--- config.mk ---
export PLATFORM = sky130hd
export DESIGN_NAME = handshake_window_monitor
export DESIGN_NICKNAME = d
export VERILOG_FILES = /design/src/rtl/handshake_window_monitor.sv
export SDC_FILE = /design/constraint.sdc
export NUM_CORES = 1
export LEC_CHECK = 0
export BUFFER_PORTS_ARGS = -buffer_cell sky130_fd_sc_hd__buf_2
export CAP_MARGIN = 20
export CORE_AREA = 2 2 70 72
export DETAILED_ROUTE_END_ITERATION = 7
export DIE_AREA = 0 0 72 74
export MAX_ROUTING_LAYER = met4
export PLACE_DENSITY = 0.8
export SETUP_SLACK_MARGIN = 0.5
export SLEW_MARGIN = 25
export SYNTH_ARGS = -nofsm -noshare
export SYNTH_HDL_FRONTEND = slang
export SYNTH_SLANG_ARGS = --single-unit
--- constraint.sdc ---
create_clock -name clk -period 6.15 [get_ports clk]
set_input_delay 0.3075 -clock clk [delete_from_list [all_inputs] [get_ports clk]]
set_output_delay 0.3075 -clock clk [all_outputs]
set_load 0.05 [all_outputs]
--- src/rtl/handshake_window_monitor.sv ---
// Multi-channel req/ack latency-window monitor with sticky causes and a saturating violation count.
// All outputs are registered (one cycle after the offending edge). HWM_STABLE_CHECK_EN adds the payload-stability check.
module handshake_window_monitor #(
  parameter int NUM_CH  = 4,
  parameter int MIN_LAT = 1,
  parameter int MAX_LAT = 3,
  parameter int DATA_W  = 8,
  parameter int CNT_W   = 8
) (
  input  logic                     clk,
  input  logic                     rst_n,
  input  logic                     clr,
  input  logic [NUM_CH-1:0]        req,
  input  logic [NUM_CH-1:0]        ack,
  input  logic [NUM_CH*DATA_W-1:0] data,
  output logic [NUM_CH-1:0]        err_pulse,
  output logic [4*NUM_CH-1:0]      err_cause,
  output logic                     err_any,
  output logic [CNT_W-1:0]         viol_cnt
);

  localparam int LAT_W = (MAX_LAT < 1) ? 1 : $clog2(MAX_LAT + 1);
  localparam int EV_W  = $clog2(4 * NUM_CH + 1);
  localparam int SUM_W = ((CNT_W > EV_W) ? CNT_W : EV_W) + 1;
  localparam logic [LAT_W-1:0] MIN_L = LAT_W'(MIN_LAT);
  localparam logic [LAT_W-1:0] MAX_L = LAT_W'(MAX_LAT);
  localparam logic [SUM_W-1:0] SAT   = SUM_W'({CNT_W{1'b1}});

  typedef enum logic {IDLE, WAIT} state_t;

  logic [NUM_CH-1:0][3:0] cause_new;

`ifndef HWM_STABLE_CHECK_EN
  logic unused_data;
  assign unused_data = ^data;
`endif

  for (genvar c = 0; c < NUM_CH; c++) begin : g_ch
    state_t           state, state_nxt;
    logic [LAT_W-1:0] lat, lat_nxt;
    logic [2:0]       cause_fsm;
    logic             cause_unst;
    logic             start;

    always_ff @(posedge clk or negedge rst_n) begin
      if (!rst_n) begin
        state <= IDLE;
        lat   <= '0;
      end else begin
        state <= state_nxt;
        lat   <= lat_nxt;
      end
    end

    always_comb begin
      state_nxt = state;
      lat_nxt   = lat;
      cause_fsm = '0;
      start     = 1'b0;
      case (state)
        IDLE: begin
          cause_fsm[2] = ack[c];
          start        = req[c];
        end
        WAIT: begin
          if (ack[c]) begin
            cause_fsm[0] = (lat < MIN_L);
            state_nxt    = IDLE;
            lat_nxt      = '0;
            start        = req[c];
          end else if (lat == MAX_L) begin
            cause_fsm[1] = 1'b1;
            state_nxt    = IDLE;
            lat_nxt      = '0;
            start        = req[c];
          end else begin
            lat_nxt = lat + LAT_W'(1);
          end
        end
        default: begin
          state_nxt = IDLE;
          lat_nxt   = '0;
        end
      endcase
      // A closing ack or timeout with req in the same cycle opens the next window immediately.
      if (start) begin
        state_nxt = WAIT;
        lat_nxt   = LAT_W'(1);
      end
    end

`ifdef HWM_STABLE_CHECK_EN
    logic [DATA_W-1:0] cap, cap_nxt;
    logic              unst_seen, unst_seen_nxt;
    logic [DATA_W-1:0] cur;

    assign cur = data[c*DATA_W +: DATA_W];

    always_ff @(posedge clk or negedge rst_n) begin
      if (!rst_n) begin
        cap       <= '0;
        unst_seen <= 1'b0;
      end else begin
        cap       <= cap_nxt;
        unst_seen <= unst_seen_nxt;
      end
    end

    // Checked on every WAIT cycle, including the one that closes the window.
    always_comb begin
      cap_nxt       = cap;
      unst_seen_nxt = unst_seen;
      cause_unst    = 1'b0;
      if (state == WAIT && !unst_seen && cur != cap) begin
        cause_unst    = 1'b1;
        unst_seen_nxt = 1'b1;
      end
      if (start) begin
        cap_nxt       = cur;
        unst_seen_nxt = 1'b0;
      end
    end
`else
    assign cause_unst = 1'b0;
`endif

    assign cause_new[c] = {cause_unst, cause_fsm};
  end

  logic [NUM_CH-1:0]   pulse_nxt;
  logic [4*NUM_CH-1:0] cause_nxt;
  logic [EV_W-1:0]     ev_sum;
  logic [SUM_W-1:0]    cnt_sum;
  logic [CNT_W-1:0]    cnt_nxt;

  always_comb begin
    pulse_nxt = '0;
    ev_sum    = '0;
    for (int i = 0; i < NUM_CH; i++) begin
      pulse_nxt[i] = |cause_new[i];
      ev_sum       = ev_sum + EV_W'($countones(cause_new[i]));
    end
    cause_nxt = (clr ? '0 : err_cause) | cause_new;
    cnt_sum   = SUM_W'(clr ? '0 : viol_cnt) + SUM_W'(ev_sum);
    cnt_nxt   = (cnt_sum > SAT) ? {CNT_W{1'b1}} : cnt_sum[CNT_W-1:0];
  end

  always_ff @(posedge clk or negedge rst_n) begin
    if (!rst_n) begin
      err_pulse <= '0;
      err_cause <= '0;
      err_any   <= 1'b0;
      viol_cnt  <= '0;
    end else begin
      err_pulse <= pulse_nxt;
      err_cause <= cause_nxt;
      err_any   <= |cause_nxt;
      viol_cnt  <= cnt_nxt;
    end
  end

endmodule

# ---- After elaboration in Yosys (flattened, before gate mapping)
# Index checks and enable logic that the tools add are counted.
dict set report word_totals {
  reg_bits 41
  input_bits 43
}
dict set report classes {
  n_addsub 16
  order_cmp 5
  n_eq_ne 4
  muxes 67
  bitwise 5
  reduce_logical 9
}
# cell n
set ops {}
lappend ops {{two-way mux 1 bit} 40}
lappend ops {{two-way mux 2 bit} 20}
lappend ops {{two-way mux 16 bit} 1}
lappend ops {{two-way mux 8 bit} 2}
lappend ops {{OR 16 x 15 -> 16 bit} 1}
lappend ops {{OR reduction 16 bit} 1}
lappend ops {{adder 2 x 1 -> 3 bit} 4}
lappend ops {{OR reduction 3 bit} 4}
lappend ops {{adder 8 x 5 -> 9 bit} 1}
lappend ops {{> comparator 9 x 8 -> 1 bit (second input constant)} 1}
lappend ops {{adder 1 x 1 -> 2 bit} 4}
lappend ops {{adder 2 x 1 -> 2 bit (second input constant)} 4}
lappend ops {{equality test 2 bit (second input constant)} 4}
lappend ops {{< comparator 2 x 1 -> 1 bit (second input constant)} 4}
lappend ops {{one-hot mux 1 bit (2 select lines)} 4}
lappend ops {{nonzero test 2 bit} 4}
lappend ops {{adder 4 x 3 -> 5 bit} 1}
lappend ops {{adder 5 x 3 -> 5 bit} 1}
lappend ops {{adder 3 x 3 -> 4 bit} 1}
lappend ops {{NOT 1 bit} 4}

# ---- Logic depth before layout (Yosys ltp)
# Gate-level depths: netlist of run 1.
dict set report depth {
  ltp_word 12
  depth_mapped 15
  mapped_depth_nobuf 15
}

# ---- Worst setup path before layout of run 1
# No wires, ideal clock.
dict set report synth_path {
  kind {register to register}
  startpoint {register g_ch[3].lat[0]}
  endpoint {register viol_cnt[6]}
  arrival_ns 4.286
  setup_slack_ns 1.744
  stages_incl_launch_ff 15
  period_less_slack_ns 4.406
  cell_sequence {dfrtp_1 -> inv_1 -> ha_1 -> and3_1 -> fa_1 -> inv_1 -> fa_1 -> fa_1 -> fa_1 -> fa_1 -> fa_1 -> nor2b_1 -> o31a_1 -> o2111ai_1 -> o211a_1}
}
dict set report synth_via {
  elab_chain_cells 10
  elab_cells_between_ends 12
}
# element line
set synth_rtl {}
lappend synth_rtl {{from (decl)} 40} ;# logic [LAT_W-1:0] lat, lat_nxt;
lappend synth_rtl {{from (signal assigned)} 51} ;# lat <= lat_nxt;
lappend synth_rtl {{equality test 2 bit} 71} ;# end else if (lat == MAX_L) begin
lappend synth_rtl {{two-way mux 1 bit} 71}
lappend synth_rtl {{two-way mux 1 bit} 66} ;# if (ack[c]) begin
lappend synth_rtl {{two-way mux 2 bit (*)} 60} ;# case (state)
lappend synth_rtl {{adder 1 x 1 -> 2 bit (not written as such) (*)} 141} ;# ev_sum = ev_sum + EV_W'($countones(cause_new[i]));
lappend synth_rtl {{adder 2 x 1 -> 3 bit (not written as such) (*)} 141}
lappend synth_rtl {{adder 5 x 3 -> 5 bit (*)} 141}
lappend synth_rtl {{adder 8 x 5 -> 9 bit (*)} 144} ;# cnt_sum = SUM_W'(clr ? '0 : viol_cnt) + SUM_W'(ev_sum);
lappend synth_rtl {{> comparator 9 x 8 -> 1 bit} 145} ;# cnt_nxt = (cnt_sum > SAT) ? {CNT_W{1'b1}} : cnt_sum[CNT_W-1:0];
lappend synth_rtl {{two-way mux 8 bit (*)} 145}
lappend synth_rtl {{named net cnt_nxt[6]} 134} ;# logic [CNT_W-1:0] cnt_nxt;
lappend synth_rtl {{to (signal assigned)} 158} ;# viol_cnt <= cnt_nxt;
lappend synth_rtl {{to (decl)} 19} ;# output logic [CNT_W-1:0] viol_cnt
# The timed path passes the listed nets; every way through them passes the cells marked *.
# A chain may end at the register's enable or synchronous reset.

# ---- Worst setup path in the final report of run 1
# Same ends and word-level chain as after synthesis.

==> results.cfg, run 1 <==
[clocking]
clock_path_buffers = 2
cts_buffers = 5
cts_root_buffer = clkbuf_8
clock_latency_ns = 0.29
cts_tree = built
clk_pin_slew_ns = 0.07
h-tree-depth = 2
cts.sinks = 41
hold_buffers = 0
postCtsSetupBuffers = 0
cts_resized = 0

[detailed_routing]
wl_mm = 4.24
post_drt_wl_per_cell_um = 13.8
post_drt_via_cell_ratio = 5.42
postRouteAntennaNets = 0
num_vias = 1669
drt-initial-drc-count = 100
route.detailed.drc = 0
drt_first_pass_iters = 4

[timing]
drv_slew = 0
hold_ws_ns = -0.0154
skew_ns = 0.00438
tightest_slew_ns = 0.506
rsz0062_at_grt = no
layout_worst_path_cycle_share_pct = 75.6
relSlewSlack_pct = 66.2
hold_viol_final = 41
setup_viol = 0
clock.fmax_mhz = 215
fin_tns_setup_ns = 0
fin_crit_ns = 4.65

[floorplan]
initial_core_util_pct = 48.1
dieArea_um2 = 5330
core_um2 = 4600
rows = 25
die-height_um = 74
pin_count = 72
die_w_um = 72

[global_routing]
grt_pass1_wl_mm = 7.37
grt_util_all_layers_pct = 18.5
antenna_found_initial = 0
grt_overflow = 0
grt_pass1_vias = 1646
grt_max_degree = 42

[power]
vdd_drop_max_mv = 0.133
netSwitchingFraction_pct = 39.4
pwr-share-seq_pct = 38.0
leakagePower_nw = 1.36
clkPwrFrac_pct = 22.6
p_sw_mw = 0.359
p_int_mw = 0.553
combPwrFrac_pct = 39.4
pwr_density_cell_nw_per_um2 = 356

[job]
cap_violations = 0

[hold_path]
hold_class = in -> async

[logic_synthesis]
synth_area_per_cell_um2 = 10.4
yosys_warnings = 0
synthFlopType = dfrtp_1
synth_seq_cells = 41
syn_inst = 212
synth_commonest_cells = dfrtp_1, inv_1, ha_1
yosysTopAreaCell = dfrtp_1
synth_area_leaders = dfrtp_1, ha_1, fa_1
synth_seq_area_share_pct = 46.4
synth_edf_count = 0
syn_nets = 281
syn_area_um2 = 2210
synth_cell_type_count = 38
yosysMostFrequentCell = dfrtp_1
synth_top_area_share_pct = 46.4
async_reset_ff_share_pct = 100

[worst_setup_path]
crit_family = adder cells
ff2ff_setup_slack_ns = 1.50
critPathRequiredTime_ns = 6.33
cp_slowest_cell = fa_1
crit_type = reg -> reg
crit_buf_inv = 2
r2r-start = g_ch[3].lat[0]
cp.depth = 14
path_cells = inv_1 > ha_1 > and3_1 > fa_1 > inv_1 > fa_1 > fa_1 > fa_1 > fa_1 > fa_1 > nor2b_1 > o31a_1 > o2111ai_1 > o211a_1
timing.critical_path.mode_cell = fa_1
endpoint_kind = flip-flop
r2r_end = viol_cnt[6]
critPathMaxFanout = 4
cp-start-kind = flip-flop
cpPeakStageDelay_ns = 0.55
worstPathArrival_ns = 4.83
rr_worst_depth = 14

[layout]
utilization_pct = 55.8
syn2layout_area_growth_pct = 15.8
drive_gt1_share_pct = 20.1
nNetsFinal = 323
antenna_cells = 0

[placement]
dp_hpwl_mm = 3.27
place.port_buffers = 39
gp_congestion = 0.819

[run_status]
violations = hold timing
outcome = complete, but fails checks
-- power by group through the flow --
stage | clock network, mW | registers (mW) | logic (mW)
final | 0.206 | 0.347 | 0.359
after global routing | 0.220 | 0.353 | 0.404
after CTS | 0.210 | 0.347 | 0.363
after detailed placement | 0 | 0.352 | 0.361
after global placement | 0 | 0.349 | 0.350
after floorplan | 0 | 0.452 | 0.171
-- stage by stage --
stage	hold slack, ns	total power, mW	setup WS (ns)	cell area (µm²)	std cells
6_report	-0.0154	0.911	1.50	2560	308
4_1_cts	0.169	0.921	1.47	2560	308
5_1_grt	0.0317	0.978	1.21	2560	308
2_1_floorplan	0.0119	0.624	1.74	2210	212
3_3_place_gp	0.481	0.699	1.57	2460	301
3_5_place_dp	0.486	0.712	1.49	2460	301
-- logic make-up (layout without fill, tap and decap cells) --
logic type	Yosys count	in the layout	share of synthesized area, %
AND/OR/NAND/NOR	63	63	15.4
adder cells (fa/ha/maj)	26	26	17.4
AO/OA/AOI/OAI	49	49	14.8
multiplexers	1	1	0.452
flip-flops	41	41	46.4
buffers and inverters	32	74	5.60
-- sequential cells by signal (all words and copies together) (netlist names) --
register,count
err_any,1
err_cause,16
err_pulse,4
g_ch.lat,8
g_ch.state,4
viol_cnt,8
-- cell type report --
class,instances,area [µm²]
clock inverters,2,35.0
flip-flops and latches,41,1030
well taps,54,67.6
fillers,402,2030
multi-input cells,139,1060
repair buffers,39,198
clock buffers,5,68.8
inverters,28,105
-- layout by cell type, fill, tap and decap left out, types with 2 or more instances in the layout --
cell type	count
dfrtp_1	41
buf_2	38
inv_1	28
ha_1	18
o21ai_0	16
nand2_1	14
nor2b_1	12
fa_1	8
nor2_1	7
nor3_1	7
a21oi_1	6
a21o_1	5
nand3_1	5
o21a_1	5
clkbuf_8	5
nand2b_1	4
nand3b_1	3
or2_2	3
nor4_1	3
o31a_1	2
o2111ai_1	2
o31ai_1	2
a22oi_1	2
-- worst max-delay path by stage --
| stage | startpoint | end | slack [ns] |
|---|---|---|---|
| floorplan | g_ch[3].lat[0] | viol_cnt[6] | 1.74 |
| global placement | g_ch[3].lat[0] | viol_cnt[6] | 1.57 |
| detailed placement | g_ch[3].lat[0] | viol_cnt[6] | 1.49 |
| CTS | g_ch[3].lat[0] | viol_cnt[6] | 1.47 |
| global route | g_ch[3].lat[0] | viol_cnt[6] | 1.21 |
| finish | g_ch[3].lat[0] | viol_cnt[6] | 1.50 |
-- metal layers --
| layer | GRT usage, % | routed length [µm] |
|---|---|---|
| met4 | 6.92 | 101 |
| met1 | 23.0 | 1840 |
| met5 | - | 0 |
| met2 | 29.7 | 2120 |
| met3 | 4.34 | 169 |
Power figures use the tool's default switching activity.
==> inputs of run 2 (changes only) <==
==> constraint.sdc (replaced) <==
create_clock -name clk -period 4.46 [get_ports clk]
set_input_delay 0.223 -clock clk [delete_from_list [all_inputs] [get_ports clk]]
set_output_delay 0.223 -clock clk [all_outputs]
set_load 0.05 [all_outputs]
==> results.cfg, run 2 (same netlist as run 1, synthesis figures left out) <==
[detailed_routing]
post_drt_wl_per_cell_um = 14.5
drt_first_pass_iters = 7
postRouteAntennaNets = 0
post_drt_via_cell_ratio = 5.37
num_vias = 1709
drt-initial-drc-count = 80
route.detailed.drc = 0
wl_mm = 4.60

[power]
power.total_mw = 1.27
leakagePower_nw = 1.39
vdd_drop_max_mv = 0.226
pwr_density_cell_nw_per_um2 = 480

[worst_setup_path]
r2r-start = g_ch[0].lat[0]
endpoint_kind = flip-flop
worstPathArrival_ns = 4.49
cp-start-kind = flip-flop
ff2ff_setup_slack_ns = 0.15
rr_worst_depth = 12
cp_slowest_cell = fa_1
r2r_end = viol_cnt[6]
timing.critical_path.mode_cell = fa_1
path_cells = ha_2 > nand3b_1 > fa_1 > fa_1 > fa_1 > fa_1 > fa_2 > fa_2 > nor2b_4 > o31a_1 > o2111ai_1 > o211a_1
critPathMaxFanout = 4
critPathRequiredTime_ns = 4.64
cpPeakStageDelay_ns = 0.57
crit_type = reg -> reg

[clocking]
cts_tree = built
hold_buffers = 0
h-tree-depth = 2
cts_buffers = 5
cts_root_buffer = clkbuf_8
clock_path_buffers = 2
clk_pin_slew_ns = 0.08
clock_latency_ns = 0.29
cts.sinks = 41

[timing]
setup_viol = 0
layout_worst_path_cycle_share_pct = 96.7
clock.fmax_mhz = 232
drv_slew = 0
fin_tns_setup_ns = 0
skew_ns = 0.00403
fin_crit_ns = 4.31
hold_ws_ns = 0.0444
relSlewSlack_pct = 39.6
tightest_slew_ns = 0.906
rsz0062_at_grt = yes
hold_viol_final = 0

[floorplan]
die-height_um = 74
die_w_um = 72
pin_count = 72
core_um2 = 4600
rows = 25
initial_core_util_pct = 48.1
dieArea_um2 = 5330

[global_routing]
antenna_found_initial = 0
grt_max_degree = 42
grt_overflow = 0
grt_pass1_wl_mm = 7.53
grt_pass1_vias = 1664
grt_util_all_layers_pct = 19.1

[layout]
final_cell_mix = dfrtp_1, buf_2, inv_1
largest_reg_flops = 16
nNetsFinal = 333
utilization_pct = 57.7
top_regs = err_cause: 16 flops, g_ch.lat: 8 flops, viol_cnt: 8 flops
syn2layout_area_growth_pct = 19.8
final_common_cell = dfrtp_1
drive_gt1_share_pct = 26.5
regMostFlops = err_cause
antenna_cells = 0

[job]
cap_violations = 0

[placement]
place.port_buffers = 39
gp_congestion = 0.825
dp_hpwl_mm = 3.39

[run_status]
outcome = finished, final reports clean

[hold_path]
hold_class = in -> async
-- run 2: worst max path at each step --
stage                        to      startpoint  depth (start not counted)  slack [ns]
finish              viol_cnt[6]  g_ch[0].lat[0]                         12        0.15
global route        viol_cnt[6]  g_ch[0].lat[0]                         12        0.01
CTS                 viol_cnt[6]  g_ch[0].lat[0]                         12        0.18
detailed placement  viol_cnt[6]  g_ch[3].lat[0]                         14        0.07
global placement    viol_cnt[6]  g_ch[0].lat[0]                         13        0.14
floorplan           viol_cnt[6]  g_ch[3].lat[0]                         14        0.27
-- run 2: power by group --
group          leakage, nW  total [mW]  switching [mW]  internal (mW)
combinational        0.824       0.552           0.353          0.198
clock               0.0433       0.246           0.124          0.122
sequential           0.520       0.477          0.0402          0.436
total                 1.39        1.27           0.517          0.757
-- run 2: final cells by class --
cell class / instances / area, µm²
clock buffers: 6 / 82.6
clock inverters: 1 / 7.51
fillers: 400 / 1950
inverters: 28 / 105
multi-input cells: 139 / 1090
flip-flops and latches: 41 / 1030
well taps: 54 / 67.6
repair buffers: 49 / 270
-- run 2: worst max-delay path: cells and delay by family, from the launching register on --
kind	cells	cell delay [ns]
DFF	1	0.38
AOI/OAI and AO/OA	3	0.49
adders and majority gates	7	3.03
and+or+nand+nor	2	0.28
-- run 2: metrics by stage --
stage               setup WS [ns]  cell area (µm²)  instances
detailed placement         0.0712             2480        302
global route               0.0106             2650        318
global placement            0.138             2480        302
floorplan                   0.270             2230        212
CTS                         0.181             2630        316
finish                      0.149             2650        318
-- run 2: what timing repair did --
| action | in CTS | in global routing |
|---|---|---|
| gates cloned | 0 | 0 |
| gates resized for setup | 5 | 2 |
| buffers inserted | 7 | 2 |
| setup endpoints to repair | 8 | 8 |
| pin swaps | 5 | 2 |
-- run 2: per-layer routing --
metal,vias up,share of wire [%],global-route usage (%)
met5,-,0,-
met4,0,1.4,5.66
met3,6,5.0,4.07
met2,42,51,32.5
met1,832,43,23.1
li1,829,-,-
==> inputs of run 3 (changes only) <==
--- a/config.mk
+++ b/config.mk
@@ -5,13 +5,14 @@
 export SDC_FILE = /design/constraint.sdc
 export NUM_CORES = 1
 export LEC_CHECK = 0
+export ABC_AREA = 1
 export BUFFER_PORTS_ARGS = -buffer_cell sky130_fd_sc_hd__buf_2
 export CAP_MARGIN = 20
-export CORE_AREA = 2 2 70 72
+export CORE_AREA = 2 2 75 77
 export DETAILED_ROUTE_END_ITERATION = 7
-export DIE_AREA = 0 0 72 74
+export DIE_AREA = 0 0 77 79
 export MAX_ROUTING_LAYER = met4
-export PLACE_DENSITY = 0.8
+export PLACE_DENSITY = 0.73
 export SETUP_SLACK_MARGIN = 0.5
 export SLEW_MARGIN = 25
 export SYNTH_ARGS = -nofsm -noshare
==> constraint.sdc (replaced) <==
create_clock -name clk -period 4.46 [get_ports clk]
set_input_delay 1.115 -clock clk [delete_from_list [all_inputs] [get_ports clk]]
set_output_delay 1.115 -clock clk [all_outputs]
set_load 0.05 [all_outputs]
==> results.cfg, run 3 <==
[run_status]
outcome = complete, but fails checks
violations = setup timing

[clocking]
clock_latency_ns = 0.29
h-tree-depth = 2
hold_buffers = 0
clock_path_buffers = 2
cts_root_buffer = clkbuf_8
cts_buffers = 5
cts.sinks = 41
clk_pin_slew_ns = 0.08
cts_tree = built

[timing]
tightest_slew_ns = 0.523
skew_ns = 0.00359
relSlewSlack_pct = 65.1
hold_viol_final = 0
worst_slack_ns = -0.0420
setup_viol = 2
layout_worst_path_cycle_share_pct = 101
fin_tns_setup_ns = -0.0495
drv_slew = 0
rsz0062_at_grt = yes
clock.fmax_mhz = 222
fin_crit_ns = 4.50

[global_routing]
grt_max_degree = 42
antenna_found_initial = 0
grt_overflow = 0
grt_pass1_wl_mm = 8.91
grt_util_all_layers_pct = 19.2
grt_pass1_vias = 1931

[layout]
nNetsFinal = 421
final_cells = 424
utilization_pct = 58.8
drive_gt1_share_pct = 34.1
syn2layout_area_growth_pct = 36.0
regMostFlops = err_cause
final_common_cell = nand2_1
top_regs = err_cause: 16 flops, g_ch.lat: 8 flops, viol_cnt: 8 flops
largest_reg_flops = 16
antenna_cells = 0
final_cell_mix = nand2_1, inv_1, dfrtp_1

[detailed_routing]
drt_first_pass_iters = 4
wl_mm = 5.43
route.detailed.drc = 0
post_drt_wl_per_cell_um = 12.8
drt-initial-drc-count = 135
postRouteAntennaNets = 0
num_vias = 1979
post_drt_via_cell_ratio = 4.67

[logic_synthesis]
synth_edf_count = 0
synth_area_per_cell_um2 = 8.54
synth_cell_type_count = 20
synthFlopType = dfrtp_1
async_reset_ff_share_pct = 100
synth_commonest_cells = nand2_1, inv_1, dfrtp_1
yosys_warnings = 0
yosysMostFrequentCell = nand2_1
yosysTopAreaCell = dfrtp_1
synth_area_leaders = dfrtp_1, nand2_1, ha_1
synth_seq_area_share_pct = 44.5
syn_inst = 270
synth_top_area_share_pct = 44.5
syn_area_um2 = 2310
syn_nets = 339
synth_seq_cells = 41

[placement]
dp_cells = 389
gp_congestion = 0.825
place.port_buffers = 39
dp_hpwl_mm = 3.53

[worst_setup_path]
timing.critical_path.mode_cell = buf_4
endpoint_kind = flip-flop
crit_start = ack[0]
rr_worst_depth = 18
worstPathArrival_ns = 4.74
cp_slowest_cell = buf_4
critPathRequiredTime_ns = 4.70
r2r-start = g_ch[3].lat[0]
cpPeakStageDelay_ns = 0.16
crit_type = in -> reg
r2r_end = viol_cnt[5]
cp-start-kind = input port
ff2ff_setup_slack_ns = 0.29
critPathMaxFanout = 3
worst_setup_path_endpoint = err_any

[job]
cap_violations = 0

[floorplan]
initial_core_util_pct = 43.2
die_w_um = 77
dieArea_um2 = 6080
rows = 27
die-height_um = 79
core_um2 = 5340
pin_count = 72

[hold_path]
hold_class = reg -> reg

[power]
pwr_density_cell_nw_per_um2 = 427
vdd_drop_max_mv = 0.225
leakagePower_nw = 1.83
-- run 3: changes by cell type after synthesis, moves of 11 or more --
cell,previous run,this run
nor2b_1,12,0
nand2_1,14,72
nor2_1,7,29
nand3_1,5,25
o21ai_0,16,5
inv_1,28,49
-- run 3: worst min path at each step --
| stage | from | to | slack (ns) | cells past startpoint |
|---|---|---|---|---|
| 6_report | err_cause[15] | err_cause[15] | 0.50 | 2 |
| 5_1_grt | err_cause[15] | err_cause[15] | 0.52 | 2 |
| 4_1_cts | err_cause[15] | err_cause[15] | 0.51 | 2 |
| 3_5_place_dp | err_cause[8] | err_cause[8] | 0.49 | 2 |
| 3_3_place_gp | err_cause[14] | err_cause[14] | 0.48 | 2 |
| 2_1_floorplan | g_ch[1].lat[0] | g_ch[1].lat[0] | 0.51 | 1 |
-- run 3: metrics by stage --
step / total power [mW] / setup slack (ns) / hold WS (ns) / instance area [µm²]
after global routing: 1.43 / -0.112 / 0.519 / 3140
final: 1.34 / -0.0420 / 0.504 / 3140
after global placement: 1.02 / -0.272 / 0.481 / 2700
after CTS: 1.31 / 0.0615 / 0.510 / 3030
after detailed placement: 1.03 / -0.277 / 0.494 / 2700
after floorplan: 0.902 / 0.0116 / 0.505 / 2370
-- run 3: routing by layer --
layer / up-vias / GRT usage [%] / routed length (µm)
li1: 983 / - / -
met1: 942 / 23.4 / 2360
met2: 41 / 31.4 / 2750
met3: 13 / 4.20 / 187
met4: 0 / 7.86 / 129
met5: - / - / 0
-- run 3: area by class of cell --
cell class / instances / area (µm²)
tap: 72 / 90.1
inverter: 50 / 203
clock inverter: 1 / 7.51
clock buffer: 6 / 82.6
multi-input combinational: 176 / 1160
timing repair buffer: 78 / 564
fill: 459 / 2200
sequential: 41 / 1030
-- run 3: kinds of logic after synthesis --
family / after synthesis / share of synthesized area (%)
and+or+nand+nor: 139 / 25.6
buffers and inverters: 53 / 10.0
DFF: 41 / 44.5
adders and majority gates: 26 / 16.7
xor gates and xnor gates: 2 / 0.760
AOI/OAI and AO/OA: 9 / 2.44
-- run 3: where the power goes --
group | internal, mW | switching [mW] | leakage (nW)
combinational | 0.211 | 0.389 | 1.26
clock | 0.122 | 0.130 | 0.0433
sequential | 0.437 | 0.0501 | 0.523
total | 0.770 | 0.568 | 1.83
-- run 3: worst max-delay path: cells and delay by family --
kind / cells / cell delay (ns)
AND/OR/NAND/NOR: 6 / 0.31
buffers and inverters: 29 / 3.32
-- run 3: what timing repair did --
item / CTS / global route
endpoints found under the setup margin: 8 / 11
pin swaps: 2 / 3
resized for setup: 10 / 23
buffers inserted: 27 / 1
endpoints found under the hold margin: 0 / 0
